--- config.mk ---
export PLATFORM = sky130hd
export DESIGN_NAME = ram16k_arbiter_flat
export DESIGN_NICKNAME = d
export VERILOG_FILES = /design/src/rtl/ram16k_arbiter_if.sv /design/src/rtl/ram16k_arbiter.sv /design/src/flat_wrapper.sv
export SDC_FILE = /design/constraint.sdc
export NUM_CORES = 1
export LEC_CHECK = 0
export ABC_AREA = 1
export ABC_CLOCK_PERIOD_IN_PS = 3720
export CAP_MARGIN = 20
export CORE_MARGIN = 1
export CORE_UTILIZATION = 45
export DETAILED_ROUTE_END_ITERATION = 7
export PLACE_DENSITY = 0.94
export SYNTH_ARGS = -nofsm -noshare
export SYNTH_HDL_FRONTEND = slang
export SYNTH_SLANG_ARGS = --single-unit
--- constraint.sdc ---
create_clock -name clock -period 3.72 [get_ports clock]
set_clock_uncertainty 0.2 [all_clocks]
set_input_delay 0.744 -clock clock [delete_from_list [all_inputs] [get_ports clock]]
set_output_delay 0.744 -clock clock [all_outputs]
set_load 0.01 [all_outputs]
--- src/rtl/ram16k_arbiter_if.sv ---
// ----------------------------------------------------------------------------
// ram16k_arbiter_if
// Bundles the two requester ports and the RAM16K pins that the arbiter sits
// between.
//   req0/req1, we0/we1, addr0/addr1, wdata0/wdata1 : requester -> arbiter
//   ack0/ack1, rdata0/rdata1, busy, gnt            : arbiter -> requesters
//   ram_in, ram_load, ram_address                  : arbiter -> RAM
//   ram_out                                        : RAM -> arbiter
// The slave modport is the arbiter's view. The master modport is the view of
// the requesters and the RAM.
// ----------------------------------------------------------------------------
interface ram16k_arbiter_if #(
    parameter int ADDR_W = 14,
    parameter int DATA_W = 16
);
    logic              req0, req1;
    logic              we0, we1;
    logic [ADDR_W-1:0] addr0, addr1;
    logic [DATA_W-1:0] wdata0, wdata1;
    logic              ack0, ack1;
    logic [DATA_W-1:0] rdata0, rdata1;
    logic              busy;
    logic              gnt;
    logic [DATA_W-1:0] ram_in;
    logic              ram_load;
    logic [ADDR_W-1:0] ram_address;
    logic [DATA_W-1:0] ram_out;

    modport slave (
        input  req0, req1, we0, we1, addr0, addr1, wdata0, wdata1, ram_out,
        output ack0, ack1, rdata0, rdata1, busy, gnt,
               ram_in, ram_load, ram_address
    );

    modport master (
        output req0, req1, we0, we1, addr0, addr1, wdata0, wdata1, ram_out,
        input  ack0, ack1, rdata0, rdata1, busy, gnt,
               ram_in, ram_load, ram_address
    );
endinterface

--- src/rtl/ram16k_arbiter.sv ---
// ----------------------------------------------------------------------------
// ram16k_arbiter
// Round-robin arbiter and sequencer that shares one RAM16K between two
// requesters. The arbiter latches the winning request and drives the RAM for
// one ACCESS cycle. It captures read data on the edge that ends ACCESS, then
// pulses ack for the winning port during DONE.
// Ports:
//   clock   : system clock, rising edge
//   reset_n : asynchronous active-low reset
//   bus     : requester and RAM signals (slave modport of ram16k_arbiter_if)
// ----------------------------------------------------------------------------
module ram16k_arbiter #(
    parameter int ADDR_W = 14,
    parameter int DATA_W = 16
) (
    input  logic                   clock,
    input  logic                   reset_n,
    ram16k_arbiter_if.slave        bus
);

    typedef enum logic [1:0] {IDLE, ACCESS, DONE} state_e;

    state_e            state_q, state_d;
    logic              gnt_q, gnt_d;
    logic              we_q, we_d;
    logic [ADDR_W-1:0] addr_q, addr_d;
    logic [DATA_W-1:0] wdata_q, wdata_d;
    logic [DATA_W-1:0] rdata0_q, rdata0_d;
    logic [DATA_W-1:0] rdata1_q, rdata1_d;
    logic              win;

    always_ff @(posedge clock or negedge reset_n) begin
        if (!reset_n) begin
            state_q  <= IDLE;
            gnt_q    <= 1'b1;   // port 0 takes the first tie
            we_q     <= 1'b0;
            addr_q   <= '0;
            wdata_q  <= '0;
            rdata0_q <= '0;
            rdata1_q <= '0;
        end else begin
            state_q  <= state_d;
            gnt_q    <= gnt_d;
            we_q     <= we_d;
            addr_q   <= addr_d;
            wdata_q  <= wdata_d;
            rdata0_q <= rdata0_d;
            rdata1_q <= rdata1_d;
        end
    end

    always_comb begin
        state_d  = state_q;
        gnt_d    = gnt_q;
        we_d     = we_q;
        addr_d   = addr_q;
        wdata_d  = wdata_q;
        rdata0_d = rdata0_q;
        rdata1_d = rdata1_q;
        // On a tie the port that was not granted last wins. Otherwise the lone
        // requester wins.
        win      = (bus.req0 && bus.req1) ? ~gnt_q : bus.req1;
        unique case (state_q)
            IDLE: begin
                if (bus.req0 || bus.req1) begin
                    state_d = ACCESS;
                    gnt_d   = win;
                    we_d    = win ? bus.we1    : bus.we0;
                    addr_d  = win ? bus.addr1  : bus.addr0;
                    wdata_d = win ? bus.wdata1 : bus.wdata0;
                end
            end
            ACCESS: begin
                state_d = DONE;
                if (!we_q) begin
                    if (gnt_q) rdata1_d = bus.ram_out;
                    else       rdata0_d = bus.ram_out;
                end
            end
            DONE:    state_d = IDLE;
            default: state_d = IDLE;
        endcase
    end

    // The latched address and data registers also drive the RAM pins. They
    // change only when a request is taken, so the pins hold their last values
    // outside ACCESS. ram_load is decoded from state. An asynchronous reset
    // therefore kills a pending write before the next edge.
    assign bus.ram_address = addr_q;
    assign bus.ram_in      = wdata_q;
    assign bus.ram_load    = (state_q == ACCESS) && we_q;
    assign bus.ack0        = (state_q == DONE) && !gnt_q;
    assign bus.ack1        = (state_q == DONE) &&  gnt_q;
    assign bus.rdata0      = rdata0_q;
    assign bus.rdata1      = rdata1_q;
    assign bus.busy        = (state_q != IDLE);
    assign bus.gnt         = gnt_q;

endmodule

--- src/flat_wrapper.sv ---
// flat-port wrapper written by rule: the top's interface ports become plain ports
module ram16k_arbiter_flat 
#(
    parameter int ADDR_W = 14,
    parameter int DATA_W = 16
)
  (clock, reset_n, bus_req0, bus_req1, bus_we0, bus_we1, bus_addr0, bus_addr1, bus_wdata0, bus_wdata1, bus_ram_out, bus_ack0, bus_ack1, bus_rdata0, bus_rdata1, bus_busy, bus_gnt, bus_ram_in, bus_ram_load, bus_ram_address);
  ram16k_arbiter_if #(.ADDR_W(ADDR_W), .DATA_W(DATA_W)) bus_i ();
  input  logic clock;
  input  logic reset_n;
  input wire logic [$bits(bus_i.req0)-1:0] bus_req0;
  input wire logic [$bits(bus_i.req1)-1:0] bus_req1;
  input wire logic [$bits(bus_i.we0)-1:0] bus_we0;
  input wire logic [$bits(bus_i.we1)-1:0] bus_we1;
  input wire logic [$bits(bus_i.addr0)-1:0] bus_addr0;
  input wire logic [$bits(bus_i.addr1)-1:0] bus_addr1;
  input wire logic [$bits(bus_i.wdata0)-1:0] bus_wdata0;
  input wire logic [$bits(bus_i.wdata1)-1:0] bus_wdata1;
  input wire logic [$bits(bus_i.ram_out)-1:0] bus_ram_out;
  output wire logic [$bits(bus_i.ack0)-1:0] bus_ack0;
  output wire logic [$bits(bus_i.ack1)-1:0] bus_ack1;
  output wire logic [$bits(bus_i.rdata0)-1:0] bus_rdata0;
  output wire logic [$bits(bus_i.rdata1)-1:0] bus_rdata1;
  output wire logic [$bits(bus_i.busy)-1:0] bus_busy;
  output wire logic [$bits(bus_i.gnt)-1:0] bus_gnt;
  output wire logic [$bits(bus_i.ram_in)-1:0] bus_ram_in;
  output wire logic [$bits(bus_i.ram_load)-1:0] bus_ram_load;
  output wire logic [$bits(bus_i.ram_address)-1:0] bus_ram_address;
  assign bus_i.req0 = bus_req0;
  assign bus_i.req1 = bus_req1;
  assign bus_i.we0 = bus_we0;
  assign bus_i.we1 = bus_we1;
  assign bus_i.addr0 = bus_addr0;
  assign bus_i.addr1 = bus_addr1;
  assign bus_i.wdata0 = bus_wdata0;
  assign bus_i.wdata1 = bus_wdata1;
  assign bus_i.ram_out = bus_ram_out;
  assign bus_ack0 = bus_i.ack0;
  assign bus_ack1 = bus_i.ack1;
  assign bus_rdata0 = bus_i.rdata0;
  assign bus_rdata1 = bus_i.rdata1;
  assign bus_busy = bus_i.busy;
  assign bus_gnt = bus_i.gnt;
  assign bus_ram_in = bus_i.ram_in;
  assign bus_ram_load = bus_i.ram_load;
  assign bus_ram_address = bus_i.ram_address;
  ram16k_arbiter #(.ADDR_W(ADDR_W), .DATA_W(DATA_W)) u_core (.clock(clock), .reset_n(reset_n), .bus(bus_i));
endmodule
### Yosys cells after proc, flatten, opt, wreduce, memory -nomap -nowiden

Index checks and enable logic that the tools add are counted.

| word-level totals | value |
|---|---|
| input bits | 82 |
| flip-flop bits (word level) | 66 |

| cells by class | value |
|---|---|
| reductions and logical operators | 11 |
| equality and inequality tests | 3 |
| muxes and demuxes | 6 |
| bitwise logic cells | 2 |

Operators by type and width:

| operator | count |
|---|---|
| $mux 16 | 1 |
| $mux 14 | 1 |
| $reduce_and 3->1 | 2 |
| $logic_and 1x1->1 | 4 |
| $pmux 2 s2 | 1 |
| $eq 2x1->1 const B | 1 |
| $eq 2x2->1 const B | 1 |
| $logic_not 2->1 | 1 |
| $mux 1 | 2 |
| $mux 2 | 1 |
| $ne 2x1->1 const B | 1 |
| $not 1->1 | 2 |
| $reduce_and 2->1 | 1 |
| $reduce_bool 2->1 | 1 |
| $logic_not 1->1 | 1 |
| $logic_or 1x1->1 | 1 |

### Logic depth before layout (Yosys ltp)

Gate-level depths: netlist (run 1).

| depth | value |
|---|---|
| depth in word-level cells | 3 |
| gate-level depth with buffers | 6 |
| gate-level depth less buffers | 5 |

### Least setup slack after synthesis (run 1)

Ideal clock, no wire load.

| path | value |
|---|---|
| path kind | register to output |
| start | register u_core.we_q |
| end | output bus_ram_load |
| arrival time | 1,063 ps |
| path slack | 1,713 ps |
| cell stages (with the launch flop) | 4 |
| buffers on the path | 1 |
| required time | 2,776 ps |
| cell sequence | dfrtp_1 -> clkinv_1 -> clkbuf_1 -> nor3_1 |

| between the ends | value |
|---|---|
| cells in the longest elaborated chain, start to end | 1 |

Ends and longest elaborated chain:

| item | RTL line | RTL |
|---|---|---|
| start, declared | ram16k_arbiter.sv:25 | `logic we_q, we_d;` |
| start signal, assigned | ram16k_arbiter.sv:44 | `we_q <= we_d;` |
| $logic_and 1x1->1 | ram16k_arbiter.sv:91 | `assign bus.ram_load = (state_q == ACCESS) && we_q;` |
| end, declared | flat_wrapper.sv:27 | `output wire logic [$bits(bus_i.ram_load)-1:0] bus_ram_load;` |

Every way passes these cells.

### Worst setup path in the final report (run 1)

Same ends and word-level chain as after synthesis.

==> impl_metrics.py, run 1 <==
metrics = {
    "pwr": {
        "p_leak_nw": 2.53,
        "ir_drop_v": 0.000408,
        "powerDensity_mw_per_mm2": 775,
        "total_power_mw": 3.81,
    },
    "worst_setup_path": {
        "crit_type": "flop to primary output",
        "crit_arrival_ps": 2100,
        "worst_setup_path_end_kind": "primary output",
        "r2r_slack_ps": 1490,
        "rr_startpoint": "u_core.bus.gnt",
        "worstRegToRegCells": 7,
        "required_ps": 2780,
        "critPathMaxFanout": 18,
        "critPathLaunch": "u_core.we_q",
        "critPathCapture": "bus_ram_load",
        "r2r-end": "u_core.bus.ram_address[5]",
        "cp-start-kind": "flop",
    },
    "floorplan": {
        "ios": 149,
        "initial_core_util": 0.468,
        "dieArea_mm2": 0.00744,
        "die_y_um": 86.3,
        "core_area_mm2": 0.00683,
        "dieWidth_um": 86.3,
        "placementRows": 30,
    },
    "clocking": {
        "max-clock-path-buffers": 2,
        "cts_resized": 0,
        "clock-sinks": 66,
        "cts.hold.buffers_added": 0,
        "cts.reportedPaths.clkPinSlew_ps": 70,
        "cts_root_buffer": "clkbuf_8",
        "clock_latency_ps": 320,
        "cts_made_buffers": 9,
        "htreeDepth": 3,
        "cts_tree": "yes",
        "post_cts_buffers": 0,
    },
    "synthesis": {
        "async_flop_share": 1.00,
        "syn_inst": 423,
        "yosys.area.top_type_share": 0.509,
        "synth_common_cells": "nand2_1, nand3_1, dfrtp_1",
        "synth_edf_count": 0,
        "yosysTopAreaCell": "dfrtp_1",
        "yosysSeqAreaShare": 0.517,
        "yosys_warnings": 0,
        "synth_fp_nets": 505,
        "netlist_top_cells_area": "dfrtp_1, nand2_1, nand3_1",
        "synth_top_flop_cell": "dfrtp_1",
        "yosysMostFrequentCell": "nand2_1",
        "avgSynthCellArea_um2": 7.55,
        "ys_ff_latch": 66,
        "synthDistinctLibCells": 20,
        "synth.cell_area_mm2": 0.00320,
    },
    "place": {
        "dp_hpwl_um": 6560,
        "placed_cell_area_mm2": 0.00471,
        "gp_congestion": 0.785,
        "io_buffers": 148,
    },
    "drt": {
        "drtIter0Drc": 187,
        "viasPerCell": 4.94,
        "routedWlPerCell_um": 13.6,
        "detail_route.first_pass.iterations": 5,
        "ant_nets": 0,
        "wl_um": 9030,
        "vias": 3278,
        "drc_errors": 0,
    },
    "final_layout": {
        "fin_area_mm2": 0.00491,
        "drive_gt1_frac": 0.0511,
        "multi_input_area_mm2": 0.00117,
        "area_growth_pct": 53.6,
        "antennaDiodeCount": 0,
        "seq_area_mm2": 0.00165,
        "fillCellCount": 537,
        "nets": 645,
    },
    "global_route": {
        "grt_max_degree": 38,
        "overflow": 0,
        "antenna_found_initial": 0,
        "globalRouteTotalUtil": 0.248,
        "grt_pass1_wl_um": 14400,
        "first_global_vias": 3160,
    },
    "timing": {
        "slew_headroom": 0.449,
        "finalCriticalPeriod_ps": 3050,
        "fmax_mhz": 328,
        "drv_slew": 0,
        "setup-tns-final_ps": 0,
        "hold_viol_final": 0,
        "tightest_slew_ps": 826,
        "rsz0062_at_grt": "no",
        "finalSetupViolations": 0,
        "timing.final.crit_share": 0.819,
    },
    "worst_hold_path": {
        "min-delay-start": "u_core.bus.rdata1[0]",
        "hold_path.class": "flop to flop",
    },
    "flow_run": {
        "cap_violations": 0,
    },
    "status": {
        "outcome": "completed",
    },
}
[layer usage]
layer,wire [um],global-route usage,vias up
li1,-,-,1586
met1,3610,0.286,1510
met2,4640,0.449,162
met3,569,0.0467,20
met4,211,0.108,0
met5,0,0,-
[flip-flops by register name (all words and copies together), names as in the netlist]
name / flops
u_core.bus.ram_in: 16
u_core.bus.ram_address: 14
u_core.bus.rdata1: 16
u_core.we_q: 1
u_core.bus.gnt: 1
u_core.bus.rdata0: 16
u_core.state_q: 2
[how the worst min path moves through the flow]
stage                                end  cells after the start
3_5_place_dp        u_core.bus.rdata1[6]                      2
4_1_cts             u_core.bus.rdata1[6]                      2
5_1_grt             u_core.bus.rdata1[4]                      2
6_report            u_core.bus.rdata1[0]                      2
3_3_place_gp        u_core.bus.rdata1[8]                      2
2_1_floorplan  u_core.bus.ram_address[0]                      0
[critical path, cell delays in order (launching register included)]
cell             delay, ps
dfrtp_1                390
clkinv_1               450
nor3_1                 340
clkdlybuf4s50_1        600
[layout by cell type (no fill, tap or decap)]
master	synthesis	routed
nand2_2	1	1
dfrtp_1	65	65
inv_1	62	62
clkdlybuf4s50_1	0	147
buf_2	14	1
nor2_2	2	2
dfstp_2	1	1
nand2_1	161	161
clkinv_2	0	1
nand4_1	16	16
nor3_1	2	2
clkbuf_1	7	3
nand3_1	78	78
nor2_1	2	2
nand3_2	1	1
clkinv_1	1	1
bufinv_16	0	1
o21ai_0	1	1
clkbuf_8	0	11
inv_2	2	2
o21ai_2	1	1
and3_1	1	1
buf_4	4	6
nor2_4	1	1
[through the flow]
stage	util	cells	setup slack, ps	hold slack, ps
finish	0.718	664	673	274
global route	0.718	664	534	281
CTS	0.718	664	652	275
detailed placement	0.690	648	999	258
global placement	0.690	648	1070	254
floorplan	-	423	1710	248
[cell families after synthesis]
group,share of synthesized area
DFF,0.517
and+or+nand+nor,0.363
AOI/OAI and AO/OA,0.00431
buffers and inverters,0.116
[cell type report]
cell class | instances | area share
Sequential cell | 66 | 0.337
Timing Repair Buffer | 154 | 0.310
Multi-Input combinational cell | 267 | 0.239
Inverter | 65 | 0.0497
Clock buffer | 14 | 0.0331
Tap cell | 96 | 0.0245
Clock inverter | 2 | 0.00714
[power breakdown]
part | internal, mW | switching, mW
Clock | 0.347 | 0.258
Sequential | 1.09 | 0.254
Combinational | 0.923 | 0.938
No activity file was read; power rests on OpenSTA's default activity.
==> run 2, diff against run 1 <==
--- a/config.mk
+++ b/config.mk
@@ -6,12 +6,12 @@
 export NUM_CORES = 1
 export LEC_CHECK = 0
 export ABC_AREA = 1
-export ABC_CLOCK_PERIOD_IN_PS = 3720
+export ABC_CLOCK_PERIOD_IN_PS = 3000
 export CAP_MARGIN = 20
 export CORE_MARGIN = 1
-export CORE_UTILIZATION = 45
+export CORE_UTILIZATION = 41
 export DETAILED_ROUTE_END_ITERATION = 7
-export PLACE_DENSITY = 0.94
+export PLACE_DENSITY = 0.87
 export SYNTH_ARGS = -nofsm -noshare
 export SYNTH_HDL_FRONTEND = slang
 export SYNTH_SLANG_ARGS = --single-unit
==> constraint.sdc (replaced) <==
create_clock -name clock -period 3 [get_ports clock]
set_clock_uncertainty 0.2 [all_clocks]
set_input_delay 0.6 -clock clock [delete_from_list [all_inputs] [get_ports clock]]
set_output_delay 0.6 -clock clock [all_outputs]
set_load 0.01 [all_outputs]
==> run 2 against run 1 <==
Non-clock buffer count increased by 4; combinational power increased by 27%; clock power increased by 23%; register-to-register slack got worse by 570 ps; sequential power increased by 22%; via count decreased by 2.0%; wire length decreased by 7.7%; hold slack got worse by 140 ps; sequential share of layout area decreased by 0.44 points.
==> impl_metrics.py, run 2 (synthesis gave the netlist of run 1 again) <==
metrics = {
    "worst_setup_path": {
        "rr_startpoint": "u_core.bus.gnt",
        "timing.critical_path.buf_inv": 3,
        "slowest_delay_ps": 600,
        "critPathTopFamily": "buffers and inverters",
        "worst_setup_path_end_kind": "primary output",
        "critPathLaunch": "u_core.we_q",
        "cp-start-kind": "flop",
        "crit_type": "flop to primary output",
        "required_ps": 2200,
        "crit_chain": "clkinv_1 > buf_4 > nor3_1 > clkdlybuf4s50_1",
        "crit_arrival_ps": 1750,
        "critPathMaxFanout": 18,
        "crit_slowest_cell": "clkdlybuf4s50_1",
    },
    "timing": {
        "finalCriticalPeriod_ps": 2550,
        "hold_viol_final": 0,
        "worst_slack_ps": 446,
        "tightest_slew_ps": 763,
        "setup-tns-final_ps": 0,
        "finalSetupViolations": 0,
        "drv_slew": 0,
        "fmax_mhz": 392,
        "whs_ps": 137,
        "rsz0062_at_grt": "no",
        "timing.final.crit_share": 0.851,
        "slew_headroom": 0.491,
    },
    "pwr": {
        "combPwrFrac": 0.497,
        "clkPwrFrac": 0.157,
        "seqPwrFrac": 0.346,
        "ir_drop_v": 0.000478,
        "switching_share": 0.379,
        "total_power_mw": 4.75,
        "p_switching_mw": 1.80,
        "powerDensity_mw_per_mm2": 954,
        "p_leak_nw": 2.56,
        "internal-power_mw": 2.95,
    },
    "global_route": {
        "grt_max_degree": 36,
        "first_global_vias": 3108,
        "antenna_found_initial": 0,
        "globalRouteTotalUtil": 0.218,
        "overflow": 0,
        "grt_pass1_wl_um": 14300,
    },
    "floorplan": {
        "placementRows": 31,
        "dieWidth_um": 90.3,
        "ios": 149,
        "initial_core_util": 0.431,
        "dieArea_mm2": 0.00815,
        "die_y_um": 90.3,
        "core_area_mm2": 0.00741,
    },
    "drt": {
        "routedWlPerCell_um": 12.4,
        "detail_route.first_pass.iterations": 5,
        "vias": 3211,
        "drc_errors": 0,
        "ant_nets": 0,
        "drtIter0Drc": 174,
        "viasPerCell": 4.79,
        "wl_um": 8330,
    },
    "final_layout": {
        "final_core_util": 0.671,
        "final_cell_mix": "nand2_1, clkdlybuf4s50_1, nand3_1, dfrtp_1, inv_1",
        "layout_commonest_cell": "nand2_1",
        "fin_area_mm2": 0.00497,
        "drive_gt1_frac": 0.0629,
        "antennaDiodeCount": 0,
        "finalNonFillerCells": 671,
        "fillCellCount": 611,
        "nets": 649,
        "multi_input_area_mm2": 0.00117,
        "seq_area_mm2": 0.00165,
        "area_growth_pct": 55.6,
    },
    "clocking": {
        "htreeDepth": 3,
        "cts_made_buffers": 9,
        "cts_tree": "yes",
        "cts_resized": 0,
        "cts_root_buffer": "clkbuf_8",
        "cts.hold.buffers_added": 0,
        "post_cts_buffers": 0,
        "max-clock-path-buffers": 2,
        "cts.reportedPaths.clkPinSlew_ps": 70,
        "clock-sinks": 66,
        "clock_latency_ps": 330,
    },
    "place": {
        "dp_hpwl_um": 6310,
        "placed_cells": 655,
        "io_buffers": 148,
        "place_ws_ps": 805,
        "gp_congestion": 0.785,
        "placed_cell_area_mm2": 0.00477,
    },
    "status": {
        "outcome": "completed",
    },
    "flow_run": {
        "cap_violations": 0,
    },
    "worst_hold_path": {
        "hold_path.class": "input port to asynchronous set/reset pin",
    },
}
[run 2: cell count changes in the layout (fill, tap and decap cells not counted)]
cell | before | now
clkbuf_8 | 11 | 10
buf_12 | 0 | 2
clkinv_4 | 0 | 1
buf_4 | 6 | 8
clkinvlp_4 | 0 | 3
clkbuf_1 | 3 | 0
[run 2: layout make-up]
cell class,instances,area share
Clock inverter,6,0.0133
Clock buffer,10,0.0277
Inverter,65,0.0491
Multi-Input combinational cell,267,0.236
Tap cell,99,0.0249
Sequential cell,66,0.332
Timing Repair Buffer,158,0.317
[run 2: worst reg2reg max path, cell delays in order, from the launching register on]
cell,delay (ps)
dfstp_2,410
buf_4,210
nor2_2,580
nand2_2,360
nand2_1,160
nand2_1,60
[run 2: path summary, 6_finish.rpt]
path / to / slack, ps / depth (start not counted)
max reg2reg: u_core.bus.rdata0[7] / 920 / 5
max: bus_ram_load / 450 / 4
min: u_core.bus.ram_address[7] / 140 / 1
min reg2reg: u_core.bus.rdata1[10] / 280 / 2
min in group clock: u_core.bus.rdata1[10] / 280 / 2
max in group asynchronous: u_core.bus.rdata1[11] / 1830 / 2
[run 2: power by group through the flow]
stage	clock network [mW]	registers, mW	logic [mW]
floorplan	0	1.80	0.934
global placement	0	1.64	2.32
detailed placement	0	1.64	2.38
CTS	0.760	1.64	2.38
global route	0.800	1.70	2.60
finish	0.744	1.64	2.36
[run 2: metal layers]
layer / wire (um) / up-vias / part of all wire / global-route usage
li1: - / 1594 / - / -
met5: 0 / - / 0 / 0
met4: 126 / 0 / 0.015 / 0.0766
met3: 576 / 13 / 0.069 / 0.0421
met1: 3550 / 1464 / 0.43 / 0.273
met2: 4080 / 140 / 0.49 / 0.375
